<file path="config.mk">
export PLATFORM = sky130hd
export DESIGN_NAME = fall_alarm_responder
export DESIGN_NICKNAME = d
export VERILOG_FILES = /design/src/rtl/fall_alarm_responder.sv
export SDC_FILE = /design/constraint.sdc
export NUM_CORES = 1
export LEC_CHECK = 0
export BUFFER_PORTS_ARGS = -buffer_cell sky130_fd_sc_hd__buf_2
export CELL_PAD_IN_SITES_DETAIL_PLACEMENT = 1
export CELL_PAD_IN_SITES_GLOBAL_PLACEMENT = 1
export CORE_ASPECT_RATIO = 0.5
export CORE_UTILIZATION = 46
export CTS_CLUSTER_DIAMETER = 40
export DETAILED_ROUTE_END_ITERATION = 16
export GPL_ROUTABILITY_DRIVEN = 0
export PLACE_DENSITY = 0.93
export SLEW_MARGIN = 20
export SYNTH_ARGS = -nofsm -noshare
export SYNTH_HDL_FRONTEND = slang
export SYNTH_SLANG_ARGS = --single-unit
</file>
<file path="constraint.sdc">
create_clock -name clk -period 3.77 [get_ports clk]
set_clock_uncertainty 0.15 [all_clocks]
set_input_delay 0.1885 -clock clk [delete_from_list [all_inputs] [get_ports clk]]
set_output_delay 0.1885 -clock clk [all_outputs]
set_load 0.02 [all_outputs]
</file>
<file path="src/rtl/fall_alarm_responder.sv">
// fall_alarm_responder: confirms a fall after CONFIRM_N consecutive valid
// over-threshold samples, raises a latched alarm until acknowledged, then
// ignores samples for COOLDOWN_CYC cycles before re-arming.
// Optional build macro: FALL_ALARM_EVENT_COUNT_EN adds the saturating
// event_count output (number of confirmed falls since reset).
module fall_alarm_responder #(
    parameter int unsigned CONFIRM_N    = 4,
    parameter int unsigned COOLDOWN_CYC = 16
) (
    input  logic       clk,
    input  logic       rst,
    input  logic       sample_valid,
    input  logic [7:0] sensor_value,
    input  logic [7:0] factory_value,
    input  logic       alarm_ack,
    output logic       alarm,
    output logic       alarm_pulse,
    output logic       busy
`ifdef FALL_ALARM_EVENT_COUNT_EN
    ,
    output logic [7:0] event_count
`endif
);

    typedef enum logic [1:0] {
        StIdle,
        StConfirm,
        StAlarm,
        StCooldown
    } stateE;

    // Widened so a run length of 255 compares without overflow.
    localparam logic [8:0]  ConfirmTarget = 9'(CONFIRM_N);
    localparam logic [15:0] CoolInit      = 16'(COOLDOWN_CYC);

    stateE       state;
    logic [7:0]  hitCnt;
    logic [15:0] coolCnt;
    logic        hit;
    logic [8:0]  hitNext;
    logic        enterAlarm;

    // Equality with the threshold counts as a hit.
    assign hit     = sample_valid & (sensor_value >= factory_value);
    assign hitNext = {1'b0, hitCnt} + 9'd1;

    // Decode the edge on which the confirming hit is sampled.
    always_comb begin
        enterAlarm = 1'b0;
        if (hit) begin
            if (state == StIdle) begin
                enterAlarm = (CONFIRM_N == 1);
            end else if (state == StConfirm) begin
                enterAlarm = (hitNext == ConfirmTarget);
            end
        end
    end

    // Main FSM with registered alarm, alarm_pulse and busy.
    always_ff @(posedge clk) begin
        if (rst) begin
            state       <= StIdle;
            hitCnt      <= 8'd0;
            coolCnt     <= 16'd0;
            alarm       <= 1'b0;
            alarm_pulse <= 1'b0;
            busy        <= 1'b0;
        end else begin
            alarm_pulse <= 1'b0;
            if (enterAlarm) begin
                state       <= StAlarm;
                hitCnt      <= 8'd0;
                alarm       <= 1'b1;
                alarm_pulse <= 1'b1;
                busy        <= 1'b1;
            end else begin
                case (state)
                    StIdle: begin
                        if (hit) begin
                            state  <= StConfirm;
                            hitCnt <= 8'd1;
                            busy   <= 1'b1;
                        end
                    end
                    StConfirm: begin
                        if (hit) begin
                            hitCnt <= hitNext[7:0];
                        end else if (sample_valid) begin
                            // A valid miss breaks the run; gaps do not.
                            state  <= StIdle;
                            hitCnt <= 8'd0;
                            busy   <= 1'b0;
                        end
                    end
                    StAlarm: begin
                        // Samples are ignored; only the ack matters here.
                        if (alarm_ack) begin
                            alarm <= 1'b0;
                            if (COOLDOWN_CYC == 0) begin
                                state <= StIdle;
                                busy  <= 1'b0;
                            end else begin
                                state   <= StCooldown;
                                coolCnt <= CoolInit;
                            end
                        end
                    end
                    StCooldown: begin
                        // Counting N..1 gives a dwell of exactly N cycles.
                        if (coolCnt <= 16'd1) begin
                            state   <= StIdle;
                            coolCnt <= 16'd0;
                            busy    <= 1'b0;
                        end else begin
                            coolCnt <= coolCnt - 16'd1;
                        end
                    end
                    default: begin
                        state  <= StIdle;
                        hitCnt <= 8'd0;
                        alarm  <= 1'b0;
                        busy   <= 1'b0;
                    end
                endcase
            end
        end
    end

`ifdef FALL_ALARM_EVENT_COUNT_EN
    // Saturating count of confirmed falls, updated with alarm_pulse.
    always_ff @(posedge clk) begin
        if (rst) begin
            event_count <= 8'd0;
        end else if (enterAlarm && (event_count != 8'hFF)) begin
            event_count <= event_count + 8'd1;
        end
    end
`endif

endmodule
</file>
==> impl_metrics.json, run 1 <==
{
  "status": "complete, no violations",
  "io_buffers": 22,
  "hold_class": "primary input to register",
  "p_leak_nw": 0.776,
  "yosys.area.top_type": "dfxtp_1",
  "overflow": 0,
  "post_cts_buffers": 0,
  "clk_pin_slew_worst_paths_ps": 60,
  "track_usage": 0.242,
  "reg2reg_depth": 6,
  "grt_max_degree": 16,
  "ys_ff_latch": 29,
  "timing.rr.start": "hitCnt[0]",
  "stdcell_count": 279,
  "tightest_slew_ps": 655,
  "synthCells": 205,
  "setup_viol": 0,
  "critPathCaptureType": "register",
  "synth_cell_types": 45,
  "pin_count": 23,
  "die_w_um": 88.4,
  "clock_latency_ps": 290,
  "final_util": 0.551,
  "drv_slew": 0,
  "via_per_inst": 5.48,
  "ctsResizeCount": 0,
  "coreArea_sq_um": 3490,
  "dp_cells": 271,
  "fin_crit_sh": 0.656,
  "yosysSeqAreaShare": 0.338,
  "syn_to_final_growth_pct": 12.2,
  "dpl.hpwl_um": 3040,
  "first_pass_iters": 4,
  "clkSinkCount": 29,
  "cp-startpoint": "hitCnt[0]",
  "wire_per_inst_um": 15.6,
  "drtIter0Drc": 38,
  "synth_area_sq_um": 1720,
  "cts_tree": "done",
  "antenna_found_initial": 0,
  "power_density_nw_per_um2": 333,
  "diodes": 0,
  "synth_commonest_cells": "29 x dfxtp_1, 28 x nor2_1, 18 x nand2_1, 13 x inv_1",
  "startpoint_type": "register",
  "numCtsBuffers": 5,
  "clock-root-buffer": "clkbuf_8",
  "drive_gt1_frac": 0.171,
  "max_freq_mhz": 404,
  "wl_um": 4340,
  "h-tree-depth": 2,
  "clk_path_buf_depth": 2,
  "synth.most_common_cell": "dfxtp_1",
  "synthArstFlopShare": 0,
  "final_cell_area_sq_um": 1920,
  "rrSetupSlack_ps": 1300,
  "grt_pass1_vias": 1617,
  "synth_mux_area_frac": 0,
  "critPathArrivalTime_ps": 2500,
  "synth_top_area_frac": 0.338,
  "synth_top_family_by_area": "simple AND/OR/NAND/NOR gates",
  "postCtsHoldBufs": 1,
  "synth_fp_nets": 237,
  "fin_tns_setup_ps": 0,
  "hp-start": "sample_valid",
  "hold_viol": 0,
  "drv_cap": 0,
  "r2r-end": "hitCnt[2]",
  "std_cell_rows": 15,
  "die_h_um": 45.2,
  "synth-compound-area-share": 0.181,
  "synth-xor-area-share": 0.0715,
  "synth-simple-area-share": 0.257,
  "crit_chain": "ha_1 -> and3_2 -> or4_4 -> a2111oi_4 -> a31o_2 -> nor2_1",
  "synth_fa_ha_area_frac": 0.0875,
  "nets": 260,
  "vias": 1528,
  "min_period_ps": 2480,
  "worstSetupPathType": "register to register",
  "ir_worst_vdd_mv": 0.168,
  "synth-edff-count": 0,
  "initial_core_util": 0.491,
  "drtAntennaViolNets": 0,
  "crit_path_max_fanout": 9,
  "synth_warnings": 0,
  "min_to": "state[0]",
  "cp_slowest_stage_delay_ps": 440,
  "grt_first_pass_wirelength_um": 7090,
  "dieArea_sq_um": 3990,
  "power_w": 0.000641,
  "drcViolationCount": 0,
  "crit_slowest_cell": "or4_4",
  "crit_required_ps": 3790,
  "synth_area_leaders": "dfxtp_1 34%, ha_1 8.8%, nor2_1 6.1%",
  "synth.avg_cell_area_sq_um": 8.37,
  "rsz0062_at_grt": "no",
  "synthFlopType": "dfxtp_1",
  "holdPathStages": 3,
  "relSlewSlack": 0.561,
  "placed_area_sq_um": 1830
}
-- worst max-delay path by stage --
stage                      end  slack (ps)
detailed placement   hitCnt[2]        1350
global route        coolCnt[8]        1160
finish               hitCnt[2]        1300
floorplan            hitCnt[1]        1570
CTS                  hitCnt[2]        1320
global placement     hitCnt[2]        1390
-- sequential cells by signal, summed over array words and instances, names as in the netlist --
name,flops
alarm,1
state,2
busy,1
hitCnt,8
alarm_pulse,1
coolCnt,16
-- metal layers --
metal | wire (um) | vias up | track usage
met1 | 1950 | 740 | 0.246
met3 | 142 | 7 | 0.102
li1 | - | 768 | -
met4 | 60 | 0 | 0.0742
met5 | 0 | - | 0
met2 | 2190 | 13 | 0.462
-- through the flow --
stage	worst slack, ps	hold WS (ps)
CTS	1320	47.5
detailed placement	1350	297
global placement	1390	290
global route	1160	45.6
floorplan	1570	108
finish	1300	56.2
-- logic make-up after synthesis --
| family | Yosys count |
|---|---|
| AO/OA/AOI/OAI | 40 |
| AND/OR/NAND/NOR | 90 |
| adder cells (fa/ha/maj) | 12 |
| flip-flops | 29 |
| buffers and inverters | 20 |
| XOR/XNOR | 14 |
-- power breakdown --
part / switching, W / internal, W / leakage [nW]
Sequential: 0.00000524 / 0.000309 / 0.234
Combinational: 0.0000347 / 0.0000264 / 0.497
Clock: 0.000121 / 0.000145 / 0.0443
-- layout by cell type, fill, tap and decap left out, drive strengths merged, types with 2 or more instances in the layout --
cell	instances
a2111oi	2
a21oi	10
a22oi	2
a31oi	4
and3	2
buf	22
clkbuf	7
dfxtp	29
ha	12
inv	13
nand2	18
nand2b	2
nand3	12
nand3b	4
nand4	4
nor2	28
nor2b	2
nor3	7
nor4	3
o211ai	2
o21a	3
o21ai	7
o31ai	2
or3	4
xnor2	9
xor2	5
-- final cells by class --
cell class	count	area (sq um)
fillers	445	1570
multi-input cells	156	1020
well taps	51	63.8
repair buffers	23	120
flip-flops and latches	29	581
clock buffers	7	86.3
inverters	13	48.8
-- critical path, delay by kind of cell, from the launching register on --
| kind | cells | cell delay, ps |
|---|---|---|
| adders and majority gates | 1 | 290 |
| AOI/OAI and AO/OA | 2 | 760 |
| DFF | 1 | 370 |
| and+or+nand+nor | 3 | 800 |
Power figures use the tool's default switching activity.
==> run 2: changes to the inputs <==
--- a/config.mk
+++ b/config.mk
@@ -9,11 +9,11 @@
 export CELL_PAD_IN_SITES_DETAIL_PLACEMENT = 1
 export CELL_PAD_IN_SITES_GLOBAL_PLACEMENT = 1
 export CORE_ASPECT_RATIO = 0.5
-export CORE_UTILIZATION = 46
+export CORE_UTILIZATION = 38
 export CTS_CLUSTER_DIAMETER = 40
 export DETAILED_ROUTE_END_ITERATION = 16
 export GPL_ROUTABILITY_DRIVEN = 0
-export PLACE_DENSITY = 0.93
+export PLACE_DENSITY = 0.83
 export SLEW_MARGIN = 20
 export SYNTH_ARGS = -nofsm -noshare
 export SYNTH_HDL_FRONTEND = slang
==> constraint.sdc (replaced) <==
create_clock -name clk -period 2.1 [get_ports clk]
set_clock_uncertainty 0.15 [all_clocks]
set_input_delay 0.105 -clock clk [delete_from_list [all_inputs] [get_ports clk]]
set_output_delay 0.105 -clock clk [all_outputs]
set_load 0.02 [all_outputs]
==> impl_metrics.json, run 2 (synthesized netlist as in run 1, its figures left out) <==
{
  "numCtsBuffers": 5,
  "die_h_um": 49.5,
  "min_period_ps": 2140,
  "final_cell_mix": "27 x nor2_1, 27 x dfxtp_1, 22 x buf_2",
  "max_freq_mhz": 468,
  "relSlewSlack": 0.707,
  "drtIter0Drc": 42,
  "crit_path_max_fanout": 5,
  "via_per_inst": 5.43,
  "overflow": 0,
  "largest_registers": "coolCnt (16), hitCnt (8), state (2)",
  "rsz0062_at_grt": "yes",
  "ir_worst_vdd_mv": 0.246,
  "std_cell_rows": 16,
  "clock_latency_ps": 290,
  "final_cell_area_sq_um": 2150,
  "wire_per_inst_um": 15.3,
  "tightest_slew_ps": 439,
  "coreArea_sq_um": 4100,
  "hold_viol": 0,
  "drcViolationCount": 0,
  "holdWs_ps": 23.0,
  "vias": 1645,
  "violations": "setup timing",
  "drive_gt1_frac": 0.269,
  "dp_cells": 290,
  "layout_setup_ws_ps": -37.7,
  "pin_count": 23,
  "power_density_nw_per_um2": 541,
  "die_w_um": 97.0,
  "fin_crit_sh": 1.02,
  "startpoint_type": "register",
  "worstSetupPathType": "register to register",
  "p_leak_nw": 0.884,
  "dieArea_sq_um": 4800,
  "drv_cap": 0,
  "grt_first_pass_wirelength_um": 7960,
  "diodes": 0,
  "critPathCaptureType": "register",
  "stdcell_count": 303,
  "first_pass_iters": 4,
  "track_usage": 0.215,
  "cts_tree": "done",
  "grt_max_degree": 16,
  "grt_pass1_vias": 1718,
  "syn_to_final_growth_pct": 25.5,
  "crit_required_ps": 2100,
  "hold_class": "primary input to register",
  "dpl.hpwl_um": 3210,
  "setup_viol": 11,
  "wl_um": 4650,
  "io_buffers": 22,
  "drtAntennaViolNets": 0,
  "status": "complete, but fails checks",
  "initial_core_util": 0.418,
  "clk_pin_slew_worst_paths_ps": 60,
  "antenna_found_initial": 0,
  "clock-root-buffer": "clkbuf_8",
  "largest_reg_flops": 16,
  "clkSinkCount": 29,
  "critPathArrivalTime_ps": 2140,
  "drv_slew": 0,
  "placed_area_sq_um": 1970,
  "nets": 281,
  "fillers": 505,
  "h-tree-depth": 2,
  "top_register": "coolCnt",
  "clk_path_buf_depth": 2
}
## run 2: cell types whose count changed in the layout (fill, tap and decap cells not counted), moves of 2 or more
cell / previous run / this run
a21oi_1: 9 / 6
dfxtp_1: 29 / 27
a31o_4: 0 / 2
a21oi_2: 1 / 4
buf_4: 0 / 19
dfxtp_2: 0 / 2
## run 2: worst max-delay path: stages (launching register included)
cell and delay, ps:
dfxtp_2 330, ha_4 150, and3_4 170, or4_4 430, a2111oi_4 340, buf_4 200, a31o_4 190, a221oi_2 40
## run 2: worst paths after layout
check	from	cells after the start	endpoint	slack, ps
setup / recovery	hitCnt[1]	7	state[0]	-40
setup reg to reg	hitCnt[1]	7	state[0]	-40
hold / removal	alarm_ack	4	alarm	20
hold reg to reg	coolCnt[6]	2	coolCnt[6]	330
## run 2: repair_timing
item / CTS / global route
cloned: 1 / 0
hold endpoints to repair: 5 / 0
pin swaps: 3 / 5
hold buffers: 2 / 0
endpoints found under the setup margin: 9 / 13
resized for setup: 1 / 7
setup buffers: 1 / 2
## run 2: metal layers
layer,routed length [um],track usage,part of all wire
met2,2450,0.396,0.53
met4,88,0.104,0.019
met1,1940,0.230,0.42
met5,0,0,0
met3,167,0.0624,0.036
## run 2: final cells by class
| class | instances | area [sq um] | share of cell area |
|---|---|---|---|
| clock buffers | 7 | 86.3 | 0.0401 |
| inverters | 13 | 48.8 | 0.0227 |
| multi-input cells | 157 | 1090 | 0.508 |
| flip-flops and latches | 29 | 583 | 0.271 |
| well taps | 54 | 67.6 | 0.0314 |
| repair buffers | 43 | 273 | 0.127 |
## run 2: metrics by stage
| step | utilization | total power [W] | TNS [ps] | setup WS [ps] |
|---|---|---|---|---|
| 4_1_cts | 0.512 | 0.00118 | -0.0253 | -0.0253 |
| 3_3_place_gp | 0.480 | 0.000691 | -224 | -35.5 |
| 6_report | 0.525 | 0.00116 | -297 | -37.7 |
| 5_1_grt | 0.525 | 0.00123 | -921 | -90.7 |
| 3_5_place_dp | 0.480 | 0.000698 | -751 | -127 |
| 2_1_floorplan | - | 0.000648 | -162 | -21.8 |
## run 2: power breakdown
group | switching (W) | internal (W)
combinational | 0.0000766 | 0.0000628
sequential | 0.00000438 | 0.000556
clock | 0.000206 | 0.000259
total | 0.000287 | 0.000878
==> run 3: changes to the inputs <==
--- a/config.mk
+++ b/config.mk
@@ -18,3 +18,4 @@
 export SYNTH_ARGS = -nofsm -noshare
 export SYNTH_HDL_FRONTEND = slang
 export SYNTH_SLANG_ARGS = --single-unit
+export TNS_END_PERCENT = 20
==> impl_metrics.json, run 3 (synthesized netlist as in run 1, its figures left out) <==
{
  "r2r-end": "hitCnt[2]",
  "critPathArrivalTime_ps": 2250,
  "diodes": 0,
  "grt_first_pass_wirelength_um": 8170,
  "reg2reg_depth": 7,
  "clock-root-buffer": "clkbuf_8",
  "top_register": "coolCnt",
  "wl_um": 4610,
  "numCtsBuffers": 5,
  "min_to": "state[0]",
  "final_util": 0.518,
  "drcViolationCount": 0,
  "initial_core_util": 0.418,
  "p_leak_nw": 0.880,
  "antenna_found_initial": 0,
  "layout_setup_ws_ps": -133,
  "dieArea_sq_um": 4800,
  "power_w": 0.00115,
  "final_cell_mix": "28 x nor2_1, 26 x dfxtp_1, 22 x buf_2",
  "syn_to_final_growth_pct": 23.9,
  "crit_slowest_cell": "a2111oi_4",
  "status": "complete, but fails checks",
  "via_per_inst": 5.50,
  "nets": 281,
  "setup_viol": 12,
  "largest_registers": "coolCnt (16), hitCnt (8), state (2)",
  "holdWs_ps": 2.35,
  "min_period_ps": 2230,
  "final_common_cell": "nor2_1",
  "overflow": 0,
  "coreArea_sq_um": 4100,
  "crit_chain": "ha_4 -> and3_4 -> or4_4 -> a2111oi_4 -> buf_4 -> a31o_4 -> nor2_1",
  "cp_slowest_stage_delay_ps": 460,
  "drv_slew": 0,
  "relSlewSlack": 0.663,
  "drtAntennaViolNets": 0,
  "drtIter0Drc": 55,
  "grt_pass1_vias": 1805,
  "largest_reg_flops": 16,
  "wire_per_inst_um": 15.2,
  "h-tree-depth": 2,
  "violations": "setup timing",
  "fin_crit_sh": 1.06,
  "timing.rr.start": "hitCnt[1]",
  "tightest_slew_ps": 505,
  "grt_max_degree": 16,
  "crit_path_max_fanout": 5,
  "track_usage": 0.213,
  "startpoint_type": "register",
  "std_cell_rows": 16,
  "rrSetupSlack_ps": -130,
  "clock_latency_ps": 280,
  "fin_tns_setup_ps": -1110,
  "crit_required_ps": 2120,
  "first_pass_iters": 4,
  "final_cell_area_sq_um": 2120,
  "critPathCaptureType": "register",
  "drive_gt1_frac": 0.256,
  "max_freq_mhz": 448,
  "holdPathStages": 3,
  "drv_cap": 0,
  "pin_count": 23,
  "die_h_um": 49.5,
  "power_density_nw_per_um2": 540,
  "cts_tree": "done",
  "clk_path_buf_depth": 2,
  "clk_pin_slew_worst_paths_ps": 70,
  "worstSetupPathType": "register to register",
  "die_w_um": 97.0,
  "dpl.hpwl_um": 3280,
  "vias": 1672,
  "rsz0062_at_grt": "yes",
  "ir_worst_vdd_mv": 0.280,
  "hp-start": "sample_valid",
  "hold_viol": 0,
  "io_buffers": 22,
  "hold_class": "primary input to register",
  "clkSinkCount": 29,
  "placed_area_sq_um": 1970
}
==> run 3: cell count changes in the layout (fill, tap and decap cells not counted), sizes merged <==
cell	change
dlygate4sd3	-1
buf	+1
clkbuf	+1
==> run 3: final cells by class <==
cell class	count	area, sq um
multi-input combinational	157	1070
clock buffer	8	80.1
sequential	29	584
fill	503	1980
inverter	13	48.8
timing repair buffer	43	270
tap	54	67.6
==> run 3: through the flow <==
step	setup slack, ps	instances
after global placement	-39.4	290
after detailed placement	-101	290
after CTS	-31.4	302
final	-133	304
after floorplan	-21.8	205
after global routing	-183	304
==> run 3: routing by layer <==
metal	part of all wire	GRT usage
met1	0.42	0.229
met2	0.52	0.419
met3	0.034	0.0539
met4	0.017	0.0597
met5	0	0
==> run 3: what timing repair did <==
action / in CTS / in global routing
hold buffers: 1 / 0
buffers inserted: 2 / 2
endpoints found under the hold margin: 4 / 0
cloned: 1 / 0
pin swaps: 5 / 3
resized for setup: 1 / 3
setup endpoints to repair: 10 / 28
==> run 3: where the power goes <==
group | switching (W) | leakage, nW | internal (W) | total [W]
sequential | 0.00000423 | 0.235 | 0.000556 | 0.000560
combinational | 0.0000789 | 0.605 | 0.0000612 | 0.000140
clock | 0.000213 | 0.0395 | 0.000235 | 0.000448
total | 0.000296 | 0.880 | 0.000852 | 0.00115
==> run 3: how the worst max path moves through the flow <==
stage | cells after the start | from | end
3_5_place_dp | 6 | hitCnt[1] | hitCnt[1]
6_report | 7 | hitCnt[1] | hitCnt[2]
5_1_grt | 7 | hitCnt[1] | state[0]
2_1_floorplan | 7 | hitCnt[1] | hitCnt[1]
3_3_place_gp | 6 | hitCnt[1] | hitCnt[1]
4_1_cts | 6 | hitCnt[1] | hitCnt[7]
==> run 3: critical path: cells and delay by family, from the launching register on <==
family	cells	cell delay, ps
buffers and inverters	1	180
adders and majority gates	1	150
DFF	1	340
and+or+nand+nor	3	670
AOI/OAI and AO/OA	2	640
